## config.mk

```make
export PLATFORM = sky130hd
export DESIGN_NAME = clic_gateway
export DESIGN_NICKNAME = d
export VERILOG_FILES = /design/src/rtl/clic_reg_pkg.sv /design/src/rtl/clic_gateway_cell.sv /design/src/rtl/clic_gateway.sv
export SDC_FILE = /design/constraint.sdc
export NUM_CORES = 1
export LEC_CHECK = 0
export ABC_AREA = 1
export BUFFER_PORTS_ARGS = -buffer_cell sky130_fd_sc_hd__buf_2
export CAP_MARGIN = 5
export CORE_MARGIN = 2
export CORE_UTILIZATION = 40
export DETAILED_ROUTE_END_ITERATION = 12
export PLACE_DENSITY = 0.66
export RECOVER_POWER = 25
export SYNTH_ARGS = -nofsm -noshare
export SYNTH_HDL_FRONTEND = slang
export SYNTH_SLANG_ARGS = --single-unit
```

## constraint.sdc

```tcl
create_clock -name clk_i -period 13.79 [get_ports clk_i]
set_clock_uncertainty 0.05 [all_clocks]
set_input_delay 4.137 -clock clk_i [delete_from_list [all_inputs] [get_ports clk_i]]
set_output_delay 4.137 -clock clk_i [all_outputs]
set_load 0.005 [all_outputs]
```

## src/rtl/clic_reg_pkg.sv

```systemverilog
// Shared CLIC constants and gateway state type.
// SrcW also sizes the core-side acknowledge index.
package clic_reg_pkg;

    localparam int unsigned NumSrc = 32;
    localparam int unsigned SrcW   = $clog2(NumSrc);

    typedef enum logic {
        GW_IDLE = 1'b0,
        GW_PEND = 1'b1
    } gw_state_e;

endpackage

```

## src/rtl/clic_gateway_cell.sv

```systemverilog
// One interrupt source: input synchronizer, previous-sample flop and pending state.
// Level mode mirrors the synchronized line; edge mode latches rises until cleared.
module clic_gateway_cell
    import clic_reg_pkg::*;
#(
    parameter int unsigned SYNC_STAGES = 2
) (
    input  logic clk_i,
    input  logic rst_i,
    input  logic src_i,
    input  logic le_i,
    input  logic sw_set_i,
    input  logic sw_clr_i,
    input  logic ack_i,
    output logic ip_o
);

    logic      sync;
    logic      prev;
    logic      rise;
    gw_state_e state;

    if (SYNC_STAGES == 0) begin : g_bypass
        assign sync = src_i;
    end else begin : g_sync
        logic [SYNC_STAGES-1:0] sreg;

        always_ff @(posedge clk_i or posedge rst_i) begin
            if (rst_i) begin
                sreg <= '0;
            end else begin
                sreg[0] <= src_i;
                for (int unsigned k = 1; k < SYNC_STAGES; k++) begin
                    sreg[k] <= sreg[k-1];
                end
            end
        end

        assign sync = sreg[SYNC_STAGES-1];
    end

    assign rise = sync & ~prev;

    // Set outranks clear so a rise coinciding with an ack is never dropped.
    always_ff @(posedge clk_i or posedge rst_i) begin
        if (rst_i) begin
            prev  <= 1'b0;
            state <= GW_IDLE;
        end else begin
            prev <= sync;
            if (!le_i) begin
                state <= sync ? GW_PEND : GW_IDLE;
            end else if (rise || sw_set_i) begin
                state <= GW_PEND;
            end else if (ack_i || sw_clr_i) begin
                state <= GW_IDLE;
            end
        end
    end

    assign ip_o = (state == GW_PEND);

endmodule

```

## src/rtl/clic_gateway.sv

```systemverilog
// Per-source interrupt gateway producing the pending vector for the CLIC register block.
// Acknowledge ids outside the source range decode to no hit.
module clic_gateway
    import clic_reg_pkg::*;
#(
    parameter int unsigned N_SOURCE    = 32,
    parameter int unsigned SYNC_STAGES = 2
) (
    input  logic                clk_i,
    input  logic                rst_i,
    input  logic [N_SOURCE-1:0] intr_src_i,
    input  logic [N_SOURCE-1:0] le_i,
    input  logic [N_SOURCE-1:0] sw_set_i,
    input  logic [N_SOURCE-1:0] sw_clr_i,
    input  logic                ack_valid_i,
    input  logic [SrcW-1:0]     ack_id_i,
    output logic [N_SOURCE-1:0] ip_o
);

    logic [N_SOURCE-1:0] ack_hit;

    always_comb begin
        ack_hit = '0;
        for (int unsigned i = 0; i < N_SOURCE; i++) begin
            if (ack_valid_i && (32'(ack_id_i) == i)) begin
                ack_hit[i] = 1'b1;
            end
        end
    end

    for (genvar g = 0; g < N_SOURCE; g++) begin : g_cell
        clic_gateway_cell #(
            .SYNC_STAGES(SYNC_STAGES)
        ) u_cell (
            .clk_i   (clk_i),
            .rst_i   (rst_i),
            .src_i   (intr_src_i[g]),
            .le_i    (le_i[g]),
            .sw_set_i(sw_set_i[g]),
            .sw_clr_i(sw_clr_i[g]),
            .ack_i   (ack_hit[g]),
            .ip_o    (ip_o[g])
        );
    end

endmodule

```

# Yosys cells after proc, flatten, opt, wreduce, memory -nomap -nowiden
# Cells that the tools add are included.
# classes
n_eq_ne	63
muxes	160
bitwise_logic	64
reduce_logical	97
# op_table
cell	count
$mux W1	160
$ne A3 B1 Y1 const B	32
$eq A5 B5 Y1 const B	16
$logic_or A1 B1 Y1	64
$eq A5 B4 Y1 const B	8
$and A1 B1 Y1	32
$logic_and A1 B1 Y1	32
$not A1 Y1	32
$eq A5 B3 Y1 const B	4
$eq A5 B2 Y1 const B	2
$eq A5 B1 Y1 const B	1
$logic_not A5 Y1	1
# totals
reg_bits	128
input_bits	136
out_inout_bits	32
wordCells	480

# Longest topological paths before layout
# Gate-level depths: netlist of the first run.
# depth
depth_word	7
depth_mapped	8
depth_no_buf	7

# By module
# Synthesis of the first run repeated with hierarchy kept, for this count alone.
# hier_totals
hier_cells	515
area_unflattened_um2	4710.8
# by_module_without_submodules
module	instances	cells_each	area_per_inst_um2	seq_area_each_um2
clic_gateway_cell	32	14	138.9	100.1
clic_gateway	1	67	266.5	0.0

# Worst setup path after synthesis of the first run
# Ideal clock, no wire load.
# synth_timing
path_type	input to register
startpoint	input ack_valid_i
endpoint	register g_cell[4].u_cell.state
setup_time_ns	0.116
arrival_time_ns	4.720
required_time_ns	13.624
setup_slack_ns	8.904
stages	8
n_path_buf	1
cell_sequence	inv_1 nor2_4 buf_4 nand3_1 nand2_1 nand2_1 nand2_1 nand2_1
# synth_between
elab_chain_cells	4
# synth_rtl
element	line_no	text
start: declaration	clic_gateway.sv:15	input logic ack_valid_i,
$logic_and A1 B1 Y1	clic_gateway.sv:25	if (ack_valid_i && (32'(ack_id_i) == i)) begin
$mux W1	clic_gateway.sv:25	
$logic_or A1 B1 Y1	clic_gateway_cell.sv:55	end else if (ack_i || sw_clr_i) begin
$ne A3 B1 Y1 (no source line)	--	
end signal: assignment	clic_gateway_cell.sv:52	state <= sync ? GW_PEND : GW_IDLE;
end: declaration	clic_gateway_cell.sv:21	gw_state_e state;
# Every way passes these cells.
# A chain may end at the register's enable or synchronous reset.

# Worst setup path in the final report of the first run
# layout_timing
startpoint	register g_cell[24].u_cell.state
endpoint	output ip_o[24]
# layout_lines
element	line_no	text
start: declaration	clic_gateway_cell.sv:21	
start signal: assignment	clic_gateway_cell.sv:52	
end: declaration	clic_gateway.sv:17	output logic [N_SOURCE-1:0] ip_o
# No word-level cell between the ends.

==> impl_results.md, run 1 <==
* Die Y at 113.8 microns
* Metal2 WL at between 4 and 5 mm
* TritonCTS buffer count at 17
* CP top delay family: flip-flops
* Status: finished clean
* Buf/Inv on CP at 1
* Mapped Nets at about 640
* Filler instances at 1,089
* Vias in the first global route at 3,336
* CP cell instances: buf_2
* Hold Violations, Final at 0
* Worst Tran Pin Value at 727.4 ps
* Pin count of the biggest net entering global routing at 70
* Io pins at 168
* Layout cell share with drive strength beyond 1 at 0.3173
* Area of the multi-input gates at 0.001082 sq mm
* Vias per cell at 4.211
* DP HPWL at between 7 and 8 mm
* Max Slew Vio Count at 0
* Total wire length at 9.623 mm
* WP data arrival at slightly above 900 ps
* Max clock buf depth at 2
* CP Launch Type: register
* Pwr/cell area at 149.2 mW/mm^2
* Final cell count without fillers at 812
* CTS sink cnt at 128
* DRC viols at 0
* Final antenna-violating net count at 0
* Via count at 3,419
* Clk root buf: clkbuf_16
* Placed insts at 783
* Setup TNS at 0 ps
* Slowest stage delay, CP at 390 ps
* Cts hold-fix bufs at 0
* Global placement routability congestion at 0.7757
* Max-cap violation count at 0
* Gr ovfl total at 0
* Leak Pwr at 3.473 nW
* DIE AREA at approximately 0.013 sq mm
* Hold_ws at around 300 ps
* Drt wl/cell at approximately 12 microns
* Critical path type: register to output pin
* DR iter-0 viols at 93
* Synth warn at 0
* Final nets at 791
* Core area at approximately 0.012 sq mm
* Worst hold path type: register to register
* Max layer used: met5
* Max stage delay cell, worst path: dfrtp_1
* Final Setup Violations at 0
* Max_slew headroom at 0.5150
* Ant diodes at 0
* First-pass GRT wire length at 15.61 mm
* Initial antenna violation count at 1
* CTS resizes at 0
* # Post-CTS Setup Buffers at 0
* CP required at 9600 ps
* Drt pass-1 iters at 4
* Sequential Area at 0.003203 sq mm
* Reg-to-reg startpoint: g_cell[21].u_cell.ip_o
* P&R area growth vs syn at 28.56%
* Crit share post-route at 0.3699
* Crit path from: g_cell[24].u_cell.ip_o
* Synth cell types at 10
* Fmax at between 0.15 and 0.2 GHz
* Met3 Routed Length at 644 microns
* Die extent in x at 113.8 microns
* Initial Utilization at 0.4062
* GRT Total Usage at 0.1589
* IO buf count at 167
* Crit end category: output pin
* Row cnt at 40
* CTS tree: yes
* Hold Path Origin: g_cell[23].u_cell.g_sync.sreg[0]
* Wire length on met1 at 4.231 mm
* VDD IR max at 0.00007749 V
* Sequential share of the synthesized area at 0.6648
* RSZ-0062 raised after global routing: no
* Mapped cell area at around 0.0048 sq mm
* Clock-pin slew reported for the worst setup and hold paths after clock tree synthesis at 50 ps
* Mapped Cells at 502
* Final instance area at 0.006195 sq mm
* Cell Area, Placed at approximately 0.0056 sq mm
* Worst skew pair latency at slightly below 400 ps
* Min cycle time layout at a little over 5000 ps
* H-tree lvl count at 4
* Crit Path Max Fanout at 2
* Synthesized area per cell at 9.598 sq um
* #FFs+latches synth at 128
[final timing paths]
kind / endpoint / slack, ps / cells after the start
worst min-delay path: g_cell[23].u_cell.g_sync.sreg[1] / 290 / 0
min in group asynchronous: g_cell[8].u_cell.prev / 3770 / 2
worst max register to register: g_cell[21].u_cell.ip_o / 12950 / 6
max in group asynchronous: g_cell[1].u_cell.ip_o / 8740 / 3
worst min register to register: g_cell[23].u_cell.g_sync.sreg[1] / 290 / 0
worst max-delay path: ip_o[24] / 8690 / 1
[worst register-to-register path, delay by kind of cell (launching register included)]
kind,cells,cell delay [ps]
and+or+nand+nor,5,240
buffers and inverters,1,60
DFF,1,390
[power by group]
part	total (mW)	switching, mW	leakage (nW)	internal, mW
Clock	0.446	0.141	0.301	0.304
Combinational	0.0708	0.0393	1.69	0.0315
Sequential	0.408	0.00909	1.48	0.399
[sequential cells by signal, summed over array words and instances, names as in the netlist]
| register | count |
|---|---|
| g_cell.u_cell.g_sync.sreg | 64 |
| g_cell.u_cell.ip_o | 32 |
| g_cell.u_cell.prev | 32 |
[cell families after synthesis]
family                 share of synthesized area
AND/OR/NAND/NOR                           0.2246
flip-flops                                0.6648
buffers and inverters                     0.1106
[Yosys cell counts, drive strengths merged]
library cell | number | area share
buf | 34 | 0.054
dfrtp | 128 | 0.66
inv | 73 | 0.057
nand2 | 197 | 0.15
nand3 | 30 | 0.031
nor2 | 40 | 0.040
[placed cells by master (no fill, tap or decap), drive strengths merged]
| cell | instances |
|---|---|
| nor2 | 40 |
| nand2 | 197 |
| buf | 168 |
| nand3 | 30 |
| bufinv | 3 |
| inv | 73 |
| clkinv | 3 |
| clkbuf | 23 |
| dfrtp | 128 |
[cell type report]
cell class,count,area share
Tap cell,147,0.02969
Clock inverter,6,0.01697
Multi-Input combinational cell,267,0.1747
Clock buffer,23,0.08039
Inverter,73,0.04504
Timing Repair Buffer,168,0.1361
Sequential cell,128,0.5171
[metal layers]
layer | GRT usage | vias to the layer above
li1 | - | 1754
met5 | 0 | -
met3 | 0.05313 | 10
met1 | 0.2062 | 1543
met2 | 0.2567 | 110
met4 | 0.04634 | 2
[per-stage QoR]
stage          total power [mW]  setup slack [ps]  utilization
6_report                 0.9242              8689       0.5223
5_1_grt                  0.9701              8474       0.5223
4_1_cts                  0.9380              8653       0.5223
3_5_place_dp             0.4863              8232       0.4714
3_3_place_gp             0.4837              8277       0.4714
2_1_floorplan            0.4576              6190            -
Note: power is estimated with default switching activity, not from simulation.
==> run 2, diff against run 1 <==
--- a/config.mk
+++ b/config.mk
@@ -11,7 +11,7 @@
 export CORE_MARGIN = 2
 export CORE_UTILIZATION = 40
 export DETAILED_ROUTE_END_ITERATION = 12
-export PLACE_DENSITY = 0.66
+export PLACE_DENSITY = 0.69
 export RECOVER_POWER = 25
 export SYNTH_ARGS = -nofsm -noshare
 export SYNTH_HDL_FRONTEND = slang
==> constraint.sdc (replaced) <==
create_clock -name clk_i -period 4.4 [get_ports clk_i]
set_clock_uncertainty 0.05 [all_clocks]
set_input_delay 1.32 -clock clk_i [delete_from_list [all_inputs] [get_ports clk_i]]
set_output_delay 1.32 -clock clk_i [all_outputs]
set_load 0.005 [all_outputs]
==> impl_results.md, run 2 (same netlist as run 1, synthesis figures left out) <==
* Crit end category: output pin
* Final antenna-violating net count at 0 (unchanged)
* Pwr/cell area at 479.2 mW/mm^2 (+220%)
* Gr ovfl total at 0 (unchanged)
* Final Power at 2.999 mW (+220%)
* RR Endpoint: g_cell[16].u_cell.ip_o
* Critical path type: register to output pin
* Reg-to-reg startpoint: g_cell[16].u_cell.ip_o
* Clk root buf: clkbuf_16
* P&R area growth vs syn at 29.86%
* Worst skew pair latency at 400 ps (about the same)
* CP Launch Type: register
* Die Y at 113.8 microns (unchanged)
* Most flops, register: g_cell.u_cell.g_sync.sreg
* Drt wl/cell at 12.72 microns (+7.3%)
* Final nets at 793 (+0.25%)
* First-pass GRT wire length at 16.28 mm (+4.2%)
* Leading cell type in the layout, fill and taps excluded: nand2_1
* Max-cap violation count at 0 (unchanged)
* CP required at 3030 ps (-6570 ps)
* Row cnt at 40 (unchanged)
* Pin count of the biggest net entering global routing at 58 (-17%)
* Max reg flops at 64 (unchanged)
* Leak Pwr at 3.496 nW (+0.67%)
* Reg2Reg Depth at 6 (unchanged)
* Slowest stage delay, CP at 400 ps (about the same)
* WP data arrival at 950 ps (+40 ps)
* Vias in the first global route at 3,531 (+5.8%)
* CTS sink cnt at 128 (unchanged)
* Setup TNS at 0 ps (unchanged)
* CTS tree: yes
* Most frequent cells in the layout: nand2_1 (197), buf_2 (167), dfrtp_1 (128)
* DIE AREA at 0.01294 sq mm (unchanged)
* TritonCTS buffer count at 17 (unchanged)
* Buf/Inv on CP at 1 (unchanged)
* DRC viols at 0 (unchanged)
* RSZ-0062 raised after global routing: no
* Crit share post-route at 0.5264
* Min cycle time layout at 2316 ps
* Global placement routability congestion at 0.7626 (-1.7%)
* CP top delay family: flip-flops
* Fmax at 0.4317 GHz
* Drt pass-1 iters at 4 (unchanged)
* Crit Path Max Fanout at 2 (unchanged)
* Status: finished clean
* Max stage delay cell, worst path: dfrtp_1
* Die extent in x at 113.8 microns (unchanged)
* DR iter-0 viols at 82 (-12%)
* Max layer used: met4
* Hold_ws at 294.9 ps (+2.041 ps)
* Hold EP: g_cell[10].u_cell.g_sync.sreg[1]
* Hold Violations, Final at 0 (unchanged)
* Crit path from: g_cell[8].u_cell.ip_o
* Worst Tran Pin Value at 897.0 ps (+169.6 ps)
* CTS resizes at 0 (unchanged)
* Io pins at 168 (unchanged)
* DP HPWL at 7.605 mm (+8.1%)
* Max Slew Vio Count at 0 (unchanged)
* Cts hold-fix bufs at 0 (unchanged)
* Clock-pin slew reported for the worst setup and hold paths after clock tree synthesis at 50 ps (about the same)
* Max_slew headroom at 0.4007 (-0.1143)
* Worst hold path type: register to register
* Wire length on met1 at 4.471 mm (+5.7%)
* Total wire length at 10.37 mm (+7.7%)
* Max clock buf depth at 2 (unchanged)
* Setup slack, reg-to-reg at 3470 ps (-9480 ps)
* # Post-CTS Setup Buffers at 0 (unchanged)
* CP cell instances: buf_2
* Final Setup Violations at 0 (unchanged)
* IO buf count at 167 (unchanged)
* Hold Path Depth at 0 (unchanged)
* GRT Total Usage at 0.1667 (+0.007810)
* Vias per cell at 4.345 (+3.2%)
* Metal2 WL at 5.057 mm (+8.5%)
* Initial Utilization at 0.4062 (unchanged)
* Hold Path Origin: g_cell[10].u_cell.g_sync.sreg[0]
* Layout cell share with drive strength beyond 1 at 0.3193 (+0.002047)
* Initial antenna violation count at 1 (unchanged)
* H-tree lvl count at 4 (unchanged)
* Core area at 0.01186 sq mm (unchanged)
* Met3 Routed Length at 676 microns (+5.0%)
* VDD IR max at 0.0002831 V (+270%)
* Via count at 3,541 (+3.6%)
## run 2: area by class of cell
class / count / area, sq um
Inverter: 73 / 277.8
Tap cell: 147 / 183.9
Sequential cell: 128 / 3203
Multi-Input combinational cell: 267 / 1082
Fill cell: 1082 / 5604
Clock inverter: 5 / 125.1
Timing Repair Buffer: 170 / 870.8
Antenna cell: 1 / 2.502
Clock buffer: 24 / 511.7
## run 2: worst max-delay path by stage
stage | end | slack (ps) | depth (start not counted)
global placement | g_cell[8].u_cell.ip_o | 1950 | 7
global route | ip_o[8] | 2030 | 1
detailed placement | g_cell[15].u_cell.ip_o | 1930 | 3
finish | ip_o[8] | 2080 | 1
floorplan | g_cell[0].u_cell.g_sync.sreg[0] | 1450 | 1
CTS | ip_o[8] | 2050 | 1
## run 2: per-layer routing
metal | global-route usage | vias to the layer above
met5 | 0 | -
met4 | 0.06423 | 0
li1 | - | 1768
met1 | 0.2025 | 1641
met3 | 0.05632 | 17
met2 | 0.2766 | 115
## run 2: power by group
part / total, mW / switching [mW] / internal, mW
Clock: 1.49 / 0.463 / 1.03
Sequential: 1.28 / 0.0290 / 1.25
Combinational: 0.228 / 0.127 / 0.101
## run 2: metrics by stage
stage	utilization	instances	setup slack, ps	cell area (sq um)
final	0.5275	815	2084	6257
after floorplan	-	502	1449	4822
after global routing	0.5273	814	2027	6255
after detailed placement	0.4736	785	1927	5618
after global placement	0.4736	785	1950	5618
after CTS	0.5273	814	2049	6255
